--- src/rtl/clk_en_sequencer.sv ---
// clk_en_sequencer
//
// Master-clock scheduler for user_core. Divides clk_mst into single-cycle CPU and PPU
// clock enables and sequences a staged reset release: the PPU leaves reset first, then
// the CPU. A synchronous soft reset restarts the release sequence without disturbing the
// divider phase. A CPU stall drops CPU enables in RUN while the PPU keeps running.
//
// Parameters
//   CPU_DIV      clk_mst cycles per clk_en_cpu pulse (integer multiple of PPU_DIV, >= 2)
//   PPU_DIV      clk_mst cycles per clk_en_ppu pulse (>= 2)
//   PPU_RST_CYC  clk_en_ppu pulses rst_en_ppu stays high once sequencing starts (>= 1)
//   CPU_RST_CYC  clk_en_cpu pulses rst_en_cpu stays high after rst_en_ppu drops (>= 1)
//
// Ports
//   clk_mst       in   master clock, rising edge
//   rst_mst       in   asynchronous active-low reset
//   soft_rst_req  in   synchronous soft-reset request
//   cpu_stall     in   level; masks clk_en_cpu while in RUN
//   clk_en_cpu    out  CPU clock enable, one clk_mst cycle wide
//   clk_en_ppu    out  PPU clock enable, one clk_mst cycle wide
//   rst_en_cpu    out  active-high CPU reset (meaningful on clk_en_cpu)
//   rst_en_ppu    out  active-high PPU reset (meaningful on clk_en_ppu)
//   seq_ready     out  high only in RUN
//   cpu_cycles    out  CPU enables issued in RUN, wraps at 2^32
//
// All outputs are registered.

module clk_en_sequencer #(
    parameter int unsigned CPU_DIV     = 12,
    parameter int unsigned PPU_DIV     = 4,
    parameter int unsigned PPU_RST_CYC = 8,
    parameter int unsigned CPU_RST_CYC = 4
) (
    input  logic        clk_mst,
    input  logic        rst_mst,
    input  logic        soft_rst_req,
    input  logic        cpu_stall,
    output logic        clk_en_cpu,
    output logic        clk_en_ppu,
    output logic        rst_en_cpu,
    output logic        rst_en_ppu,
    output logic        seq_ready,
    output logic [31:0] cpu_cycles
);

    localparam int unsigned CpuDivW   = $clog2(CPU_DIV);
    localparam int unsigned PpuDivW   = $clog2(PPU_DIV);
    localparam int unsigned MaxRstCyc = (PPU_RST_CYC > CPU_RST_CYC) ? PPU_RST_CYC : CPU_RST_CYC;
    localparam int unsigned CntW      = $clog2(MaxRstCyc + 1);

    typedef enum logic [1:0] {
        StReset,
        StPpuRst,
        StCpuRst,
        StRun
    } state_e;

    state_e              state_q;
    logic [CpuDivW-1:0]  cpu_div_q;
    logic [PpuDivW-1:0]  ppu_div_q;
    logic [CntW-1:0]     pulse_cnt_q;

    logic running;
    logic ppu_wrap;
    logic cpu_wrap;
    logic ppu_tick;
    logic cpu_issue;
    logic soft_rst;

    always_comb begin
        running   = (state_q != StReset);
        ppu_wrap  = (ppu_div_q == PpuDivW'(PPU_DIV - 1));
        cpu_wrap  = (cpu_div_q == CpuDivW'(CPU_DIV - 1));
        ppu_tick  = running && ppu_wrap;
        // Stall only masks in RUN; masked pulses are simply lost, the divider keeps phase.
        cpu_issue = running && cpu_wrap && !((state_q == StRun) && cpu_stall);
        soft_rst  = running && soft_rst_req;
    end

    // Dividers are held at zero in RESET and free-run otherwise; soft reset leaves them alone
    // so the CPU/PPU enable phase survives a soft reset.
    always_ff @(posedge clk_mst or negedge rst_mst) begin
        if (!rst_mst) begin
            cpu_div_q <= '0;
            ppu_div_q <= '0;
        end else if (!running) begin
            cpu_div_q <= '0;
            ppu_div_q <= '0;
        end else begin
            cpu_div_q <= cpu_wrap ? '0 : cpu_div_q + CpuDivW'(1);
            ppu_div_q <= ppu_wrap ? '0 : ppu_div_q + PpuDivW'(1);
        end
    end

    // Sequencer FSM with registered outputs. Pulse counting looks at the registered enables,
    // so a pulse is counted on the edge after it was issued.
    always_ff @(posedge clk_mst or negedge rst_mst) begin
        if (!rst_mst) begin
            state_q     <= StReset;
            pulse_cnt_q <= '0;
            clk_en_cpu  <= 1'b0;
            clk_en_ppu  <= 1'b0;
            rst_en_cpu  <= 1'b1;
            rst_en_ppu  <= 1'b1;
            seq_ready   <= 1'b0;
            cpu_cycles  <= '0;
        end else begin
            clk_en_ppu <= ppu_tick;
            clk_en_cpu <= cpu_issue;

            if (soft_rst) begin
                // Soft reset wins over stall and over a terminal pulse count.
                state_q     <= StPpuRst;
                pulse_cnt_q <= '0;
                rst_en_cpu  <= 1'b1;
                rst_en_ppu  <= 1'b1;
                seq_ready   <= 1'b0;
                cpu_cycles  <= '0;
            end else begin
                unique case (state_q)
                    StReset: begin
                        state_q     <= StPpuRst;
                        pulse_cnt_q <= '0;
                    end
                    StPpuRst: begin
                        if (clk_en_ppu) begin
                            if (pulse_cnt_q == CntW'(PPU_RST_CYC - 1)) begin
                                state_q     <= StCpuRst;
                                pulse_cnt_q <= '0;
                                rst_en_ppu  <= 1'b0;
                            end else begin
                                pulse_cnt_q <= pulse_cnt_q + CntW'(1);
                            end
                        end
                    end
                    StCpuRst: begin
                        if (clk_en_cpu) begin
                            if (pulse_cnt_q == CntW'(CPU_RST_CYC - 1)) begin
                                state_q     <= StRun;
                                pulse_cnt_q <= '0;
                                rst_en_cpu  <= 1'b0;
                                seq_ready   <= 1'b1;
                            end else begin
                                pulse_cnt_q <= pulse_cnt_q + CntW'(1);
                            end
                        end
                    end
                    StRun: begin
                        if (cpu_issue) begin
                            cpu_cycles <= cpu_cycles + 32'd1;
                        end
                    end
                    default: begin
                        state_q <= StReset;
                    end
                endcase
            end
        end
    end

endmodule
--- config.mk ---
export PLATFORM = sky130hd
export DESIGN_NAME = clk_en_sequencer
export DESIGN_NICKNAME = d
export VERILOG_FILES = /design/src/rtl/clk_en_sequencer.sv
export SDC_FILE = /design/constraint.sdc
export NUM_CORES = 1
export LEC_CHECK = 0
export ABC_CLOCK_PERIOD_IN_PS = 7800
export CELL_PAD_IN_SITES_DETAIL_PLACEMENT = 1
export CELL_PAD_IN_SITES_GLOBAL_PLACEMENT = 1
export CORE_MARGIN = 1
export CORE_UTILIZATION = 41
export CTS_CLUSTER_DIAMETER = 50
export DETAILED_ROUTE_END_ITERATION = 7
export PLACE_DENSITY_LB_ADDON = 0.1
export SKIP_CTS_REPAIR_TIMING = 1
export SLEW_MARGIN = 20
export SYNTH_ARGS = -nofsm -noshare
export SYNTH_HDL_FRONTEND = slang
export SYNTH_SLANG_ARGS = --single-unit
--- constraint.sdc ---
create_clock -name clk_mst -period 7.8 [get_ports clk_mst]
set_clock_uncertainty 0.15 [all_clocks]
set_input_delay 1.56 -clock clk_mst [delete_from_list [all_inputs] [get_ports clk_mst]]
set_output_delay 1.56 -clock clk_mst [all_outputs]
set_load 0.03 [all_outputs]
# Word level (Yosys, flattened, before mapping)
# Cells that the tools add are included.
op_classes:
  reduce_logical: 22
  add_sub_neg: 4
  n_eq_ne: 11
  n_mux: 31
op_table:
  columns: ["cell", "n"]
  rows:
  - ["$mux 32", 3]
  - ["$add 32x1->32 const B", 1]
  - ["$mux 4", 7]
  - ["$reduce_bool 2->1", 9]
  - ["$mux 2", 7]
  - ["$mux 1", 12]
  - ["$ne 3x3->1 const B", 4]
  - ["$pmux 4 s3", 1]
  - ["$reduce_and 3->1", 3]
  - ["$add 4x1->4 const B", 2]
  - ["$eq 2x2->1 const B", 3]
  - ["$pmux 2 s3", 1]
  - ["$logic_and 1x1->1", 5]
  - ["$reduce_and 5->1", 1]
  - ["$eq 4x2->1 const B", 1]
  - ["$eq 4x3->1 const B", 1]
  - ["$eq 4x4->1 const B", 1]
  - ["$reduce_bool 4->1", 1]
  - ["$add 2x1->2 const B", 1]
  - ["$eq 2x1->1 const B", 1]
  - ["$logic_not 2->1", 1]
  - ["$reduce_and 2->1", 1]
  - ["$logic_not 1->1", 1]
word_totals:
  out_inout_bits: 37
  inputBits: 4
  elab_cells: 78
  reg_bits: 49

# Depth between registers and ports, before layout
# Gate-level depths: netlist of the first run.
logic_depth:
  word_depth: 7
  mapped_depth: 9
  ltp_nobuf: 6

# Least setup slack after synthesis of the first run
# No wires, ideal clock.
synth_path:
  path_kind: "input to register"
  from: "input cpu_stall"
  to: "register cpu_cycles[8]"
  path_buffers: 2
  arrival_time_ns: 2.891
  slack_ns: 4.681
  setup_ns: 0.078
  cell_stages: 6
  t_required_ns: 7.572
  path_cell_list: "nand2b_1 or4_1 clkbuf_2 buf_6 or3_1 a21oi_1"
synth_between:
  elab_chain_cells: 5
synth_lines:
  columns: ["element", "line_no", "text"]
  rows:
  - ["start: declaration", "37", "input logic cpu_stall,"]
  - ["$logic_and 1x1->1", "76", "cpu_issue = running && cpu_wrap && !((state_q == StRun) && cpu_stall);"]
  - ["$logic_not 1->1", "76", null]
  - ["$logic_and 1x1->1", "76", null]
  - ["$reduce_bool 2->1 (no source line)", null, null]
  - ["$reduce_and 2->1 (no source line)", null, null]
  - ["end signal: assignment", "150", "cpu_cycles <= cpu_cycles + 32'd1;"]
  - ["end: declaration", "43", "output logic [31:0] cpu_cycles"]
# Every way passes these cells.
# A chain may end at the register's enable or synchronous reset.

# Worst setup path after layout of the first run
layout_path:
  from: "input cpu_stall"
  to: "register cpu_cycles[27]"
# Same word-level chain as after synthesis.

==> results.cfg, run 1 <==
[timing]
drv_slew = 0
finalCritPeriodShare = 0.465
slew_headroom = 0.376
period_needed_ns = 3.62
fin_tns_setup_ns = 0
setup_ws_ns = 4.18
tightest_slew_ns = 0.913
rsz0062_at_grt = no
setup_violations = 0
fmax_mhz = 276
finalHoldViolCount = 0

[clock_tree]
clock-sinks = 49
path_clk_slew_ns = 0.09
clockBufferDepth = 2
htree_levels = 2
insertion_delay_ns = 0.31
tritoncts = built
numCtsBuffers = 5
cts_root_buf = clkbuf_8

[floorplanning]
die-area_um2 = 7050
rows = 29
start_util = 0.429
die_h_um = 83.9
core_um2 = 6420
io_pins = 41
die_w_um = 83.9

[placement]
dp.cells = 398
globalplace.congestion = 0.815
pre_cts_ws_ns = 3.80
dpl.hpwl_um = 4910
io_buffers = 40

[finish]
syn_to_final_growth_pct = 20.7
post-route-util = 0.517
fillerInstances = 741
final_nets = 341
antenna_cells = 0
drive_gt1_frac = 0.0669
final_cells = 406

[synth]
synth-edff-count = 0
synth_area_um2 = 2750
synthArstFlopShare = 1.00
syn_inst = 291
ys.warnings.count = 0
syn-num-nets = 304
synthFlopType = dfrtp_1
synthDistinctLibCells = 49
ys_seq_area_frac = 0.446
syn_area_per_cell_um2 = 9.46
synth_seq_cells = 49

[drt]
vias = 2399
drtIter0Drc = 120
drt_wl_total_um = 6980
antenna_left = 0
wl_per_cell_um = 17.2
first_pass_iters = 6
drcViolationCount = 6
avgViaCountPerCell = 5.91

[run_status]
run_status = finished, violations left
violations = design-rule violations

[critical_path]
cp_common_cell = or4_1
crit_required_ns = 7.89
slowest_stage = or4_1
cp_num_cells = 5
cp-start-kind = input port
worstPathArrival_ns = 3.71
worst-path-buf-inv = 1
crit_chain = clkdlybuf4s50_1, nand2b_1, or4_1, or4_1, a21oi_1
criticalPathCategory = input port to flip-flop
r2r_cells = 6
slowest_delay_ns = 0.72
crit_path_end_kind = flip-flop
crit_family = simple AND/OR/NAND/NOR gates
cp_max_fo = 17

[power]
intPower_uw = 460
clkPwrFrac = 0.278
p_leak_uw = 0.00132
p_sw_frac = 0.345
combPwrFrac = 0.283
switchingPower_uw = 242
seqPwrFrac = 0.439
power_density_nw_per_um2 = 211
peakVddDrop_mv = 0.0994

[min_path]
hp-class = flip-flop to flip-flop
whs_path_depth = 1

[global_routing]
use_met1 = 0.311
grt_pass1_vias = 2374
antenna_found_initial = 0
grt_pass1_wl_um = 12100
grt_max_degree = 50
grt_use_total = 0.218
grt.busiest_layer = met2
use_met2 = 0.332
overflow = 0
gr-usage-met3 = 0.0346

[flow_run]
drv_cap = 0
==> cell type report <==
| class | count | area, um2 | area share |
|---|---|---|---|
| inverter | 10 | 37.5 | 0.0113 |
| timing repair buffer | 42 | 410 | 0.124 |
| clock inverter | 2 | 37.5 | 0.0113 |
| multi-input combinational | 220 | 1430 | 0.430 |
| sequential | 49 | 1230 | 0.370 |
| tap | 77 | 96.3 | 0.0290 |
| clock buffer | 6 | 82.6 | 0.0249 |
==> logic make-up (layout without fill, tap and decap cells) <==
logic type	count (synthesis)	in the layout	share of synthesized area
AO/OA/AOI/OAI	64	64	0.154
XOR/XNOR	8	8	0.0255
adder cells (fa/ha/maj)	9	9	0.0409
buffers and inverters	22	60	0.0368
flip-flops	49	49	0.446
multiplexers	7	7	0.0259
AND/OR/NAND/NOR	132	132	0.270
==> metal layers <==
metal	wire (um)	share of wire	vias to the layer above
met2	3130	0.45	44
met1	3560	0.51	1174
met5	0	0	-
li1	-	-	1174
met3	190	0.027	7
met4	96	0.014	0
==> cells in the final DEF (no fill, tap or decap), types with 3 or more instances in the layout <==
cell	n
clkdlybuf4s50_1	39
dfrtp_1	47
o21ai_0	5
inv_1	10
a41o_1	4
nand2_1	25
a21o_1	3
mux2i_1	6
xnor2_1	6
nand4_1	9
nor2_1	23
ha_1	9
nor2b_1	9
nand2b_1	7
a31oi_1	4
or4_1	16
nor3_1	4
nand3_1	13
clkbuf_8	6
a21oi_1	23
and4_1	3
o31ai_1	13
nor4_1	6
and2_1	3
==> synthesized netlist by cell type (9+ instances only) <==
| library cell | count | area, um2 |
|---|---|---|
| or4_1 | 16 | 120 |
| inv_1 | 10 | 37.5 |
| o31ai_1 | 13 | 97.6 |
| nand4_1 | 9 | 56.3 |
| nand2_1 | 25 | 93.8 |
| a21oi_1 | 24 | 120 |
| dfrtp_1 | 47 | 1180 |
| nor2_1 | 23 | 86.3 |
| nor2b_1 | 10 | 62.6 |
| ha_1 | 9 | 113 |
| nand3_1 | 13 | 65.1 |
==> final timing paths <==
| kind | from | endpoint | slack (ns) |
|---|---|---|---|
| max | cpu_stall | cpu_cycles[27]$_DFFE_PN0P_ | 4.18 |
| min | ppu_div_q[0]$_DFF_PN0_ | ppu_div_q[0]$_DFF_PN0_ | 0.30 |
| max reg2reg | state_q[1]$_DFFE_PN0P_ | cpu_cycles[27]$_DFFE_PN0P_ | 4.52 |
| min reg2reg | ppu_div_q[0]$_DFF_PN0_ | ppu_div_q[0]$_DFF_PN0_ | 0.30 |
| max in group asynchronous | rst_mst | cpu_cycles[20]$_DFFE_PN0P_ | 5.86 |
| min in group asynchronous | rst_mst | pulse_cnt_q[0]$_DFFE_PN0P_ | 1.18 |
==> through the flow <==
stage	instance area [um2]	power, uW	hold slack (ns)
2_1_floorplan	2750	450	0.258
3_3_place_gp	3200	501	0.269
3_5_place_dp	3200	512	0.278
4_1_cts	3320	713	0.304
5_1_grt	3320	750	0.310
6_report	3320	702	0.297
==> sequential cells by signal, summed over array words and instances, names as in the netlist, 2 cells and up <==
name,count
cpu_cycles,32
cpu_div_q,4
ppu_div_q,2
pulse_cnt_q,4
state_q,2
==> power by group through the flow <==
stage	Combinational [uW]	Sequential, uW	Clock, uW
CTS	202	308	203
global route	228	312	210
detailed placement	199	313	0
global placement	191	311	0
finish	199	308	195
floorplan	140	310	0
Power figures use the tool's default switching activity.
==> inputs of run 2 (changes only) <==
Settings changed: ABC_CLOCK_PERIOD_IN_PS 7800 to 3610.
Clock period 7.8 ns to 3.61 ns, I/O delays scaled along.
==> run 2 against run 1 <==
  * The run still ends with design-rule violations left
  * Die area unchanged
  * Final area about the same
  * Power increased by 100%
  * Largest power group unchanged
  * Highest routed layer unchanged
==> results.cfg, run 2 (synthesis gave the netlist of run 1 again) <==
[run_status]
run_status = finished, violations left
violations = design-rule violations

[clock_tree]
htree_levels = 2
insertion_delay_ns = 0.31
path_clk_slew_ns = 0.10
tritoncts = built
clock-sinks = 49
cts_root_buf = clkbuf_8
numCtsBuffers = 5
clockBufferDepth = 2

[power]
intPower_uw = 920
combPwrFrac = 0.309
switchingPower_uw = 516
p_sw_frac = 0.359
power_density_nw_per_um2 = 432
seqPwrFrac = 0.461
clkPwrFrac = 0.230
peakVddDrop_mv = 0.206
p_leak_uw = 0.00133

[floorplanning]
start_util = 0.429
rows = 29
die_w_um = 83.9
die-area_um2 = 7050
die_h_um = 83.9
core_um2 = 6420
io_pins = 41

[finish]
syn_to_final_growth_pct = 20.8
top_regs = cpu_cycles: 32 flops, cpu_div_q: 4 flops, pulse_cnt_q: 4 flops
final_area_um2 = 3320
final_cells = 412
final_common_cell = dfrtp_1
layout_common_cells = dfrtp_1, clkdlybuf4s50_1, nand2_1
drive_gt1_frac = 0.0746
final_nets = 347
largest_register_ffs = 32
regMostFlops = cpu_cycles
antenna_cells = 0

[global_routing]
grt.busiest_layer = met2
antenna_found_initial = 0
overflow = 0
grt_use_total = 0.211
grt_pass1_wl_um = 11900
grt_max_degree = 30
gr-usage-met3 = 0.0346
use_met2 = 0.317
grt_pass1_vias = 2364
use_met1 = 0.317

[critical_path]
cp_common_cell = or4_1
crit_family = simple AND/OR/NAND/NOR gates
crit_chain = inv_1, ha_1, nand4bb_1, or4_1, or4_1, a21oi_1
cp-start-kind = flip-flop
slowest_delay_ns = 0.81
crit_required_ns = 3.70
cp_max_fo = 17
worstPathArrival_ns = 3.07
slowest_stage = or4_1
worst-path-buf-inv = 1
crit_path_end_kind = flip-flop
criticalPathCategory = flip-flop to flip-flop

[drt]
drcViolationCount = 6
drtIter0Drc = 120
vias = 2452
wl_per_cell_um = 17.1
drt_wl_total_um = 7050
first_pass_iters = 6
antenna_left = 0
avgViaCountPerCell = 5.95

[timing]
drv_slew = 0
fmax_mhz = 336
setup_violations = 0
period_needed_ns = 2.98
fin_tns_setup_ns = 0
slew_headroom = 0.433
rsz0062_at_grt = no
finalHoldViolCount = 0
finalCritPeriodShare = 0.825
tightest_slew_ns = 0.829

[placement]
io_buffers = 40
dpl.hpwl_um = 5020
place_area_um2 = 3240
globalplace.congestion = 0.811
dp.cells = 404

[flow_run]
drv_cap = 0

[min_path]
hp-class = flip-flop to flip-flop
==> run 2: cell type report <==
cell class,count,area [um2]
clock buffer,7,76.3
multi-input combinational,220,1430
clock inverter,1,5.00
fill,741,3100
timing repair buffer,48,455
tap,77,96.3
sequential,49,1230
inverter,10,37.5
==> run 2: final timing paths <==
check                                       start                    endpoint  slack [ns]  depth (start not counted)
setup / recovery           state_q[0]$_DFFE_PN0P_  cpu_cycles[29]$_DFFE_PN0P_        0.63                          6
hold / removal             ppu_div_q[0]$_DFF_PN0_      ppu_div_q[0]$_DFF_PN0_        0.29                          1
setup reg to reg           state_q[0]$_DFFE_PN0P_  cpu_cycles[29]$_DFFE_PN0P_        0.63                          6
hold reg to reg            ppu_div_q[0]$_DFF_PN0_      ppu_div_q[0]$_DFF_PN0_        0.29                          1
max in group asynchronous                 rst_mst   cpu_cycles[7]$_DFFE_PN0P_        2.22                          2
min in group asynchronous                 rst_mst  pulse_cnt_q[3]$_DFFE_PN0P_        0.32                          1
==> run 2: power groups by stage <==
stage | registers [uW] | logic, uW | clock network (uW)
after floorplan | 671 | 302 | 0
after CTS | 662 | 448 | 337
final | 662 | 444 | 330
after global routing | 671 | 510 | 355
after global placement | 669 | 433 | 0
after detailed placement | 673 | 444 | 0
==> run 2: routing by layer <==
layer | share of wire | vias up
li1 | - | 1179
met1 | 0.51 | 1234
met2 | 0.45 | 32
met3 | 0.029 | 7
met4 | 0.0091 | 0
met5 | 0 | -
==> run 2: through the flow <==
step	setup WS, ns	hold slack [ns]	power, uW	util
2_1_floorplan	1.11	0.258	973	-
3_3_place_gp	0.623	0.268	1100	0.505
3_5_place_dp	0.495	0.280	1120	0.505
4_1_cts	0.592	0.292	1450	0.518
5_1_grt	0.386	0.321	1540	0.518
6_report	0.632	0.286	1440	0.518
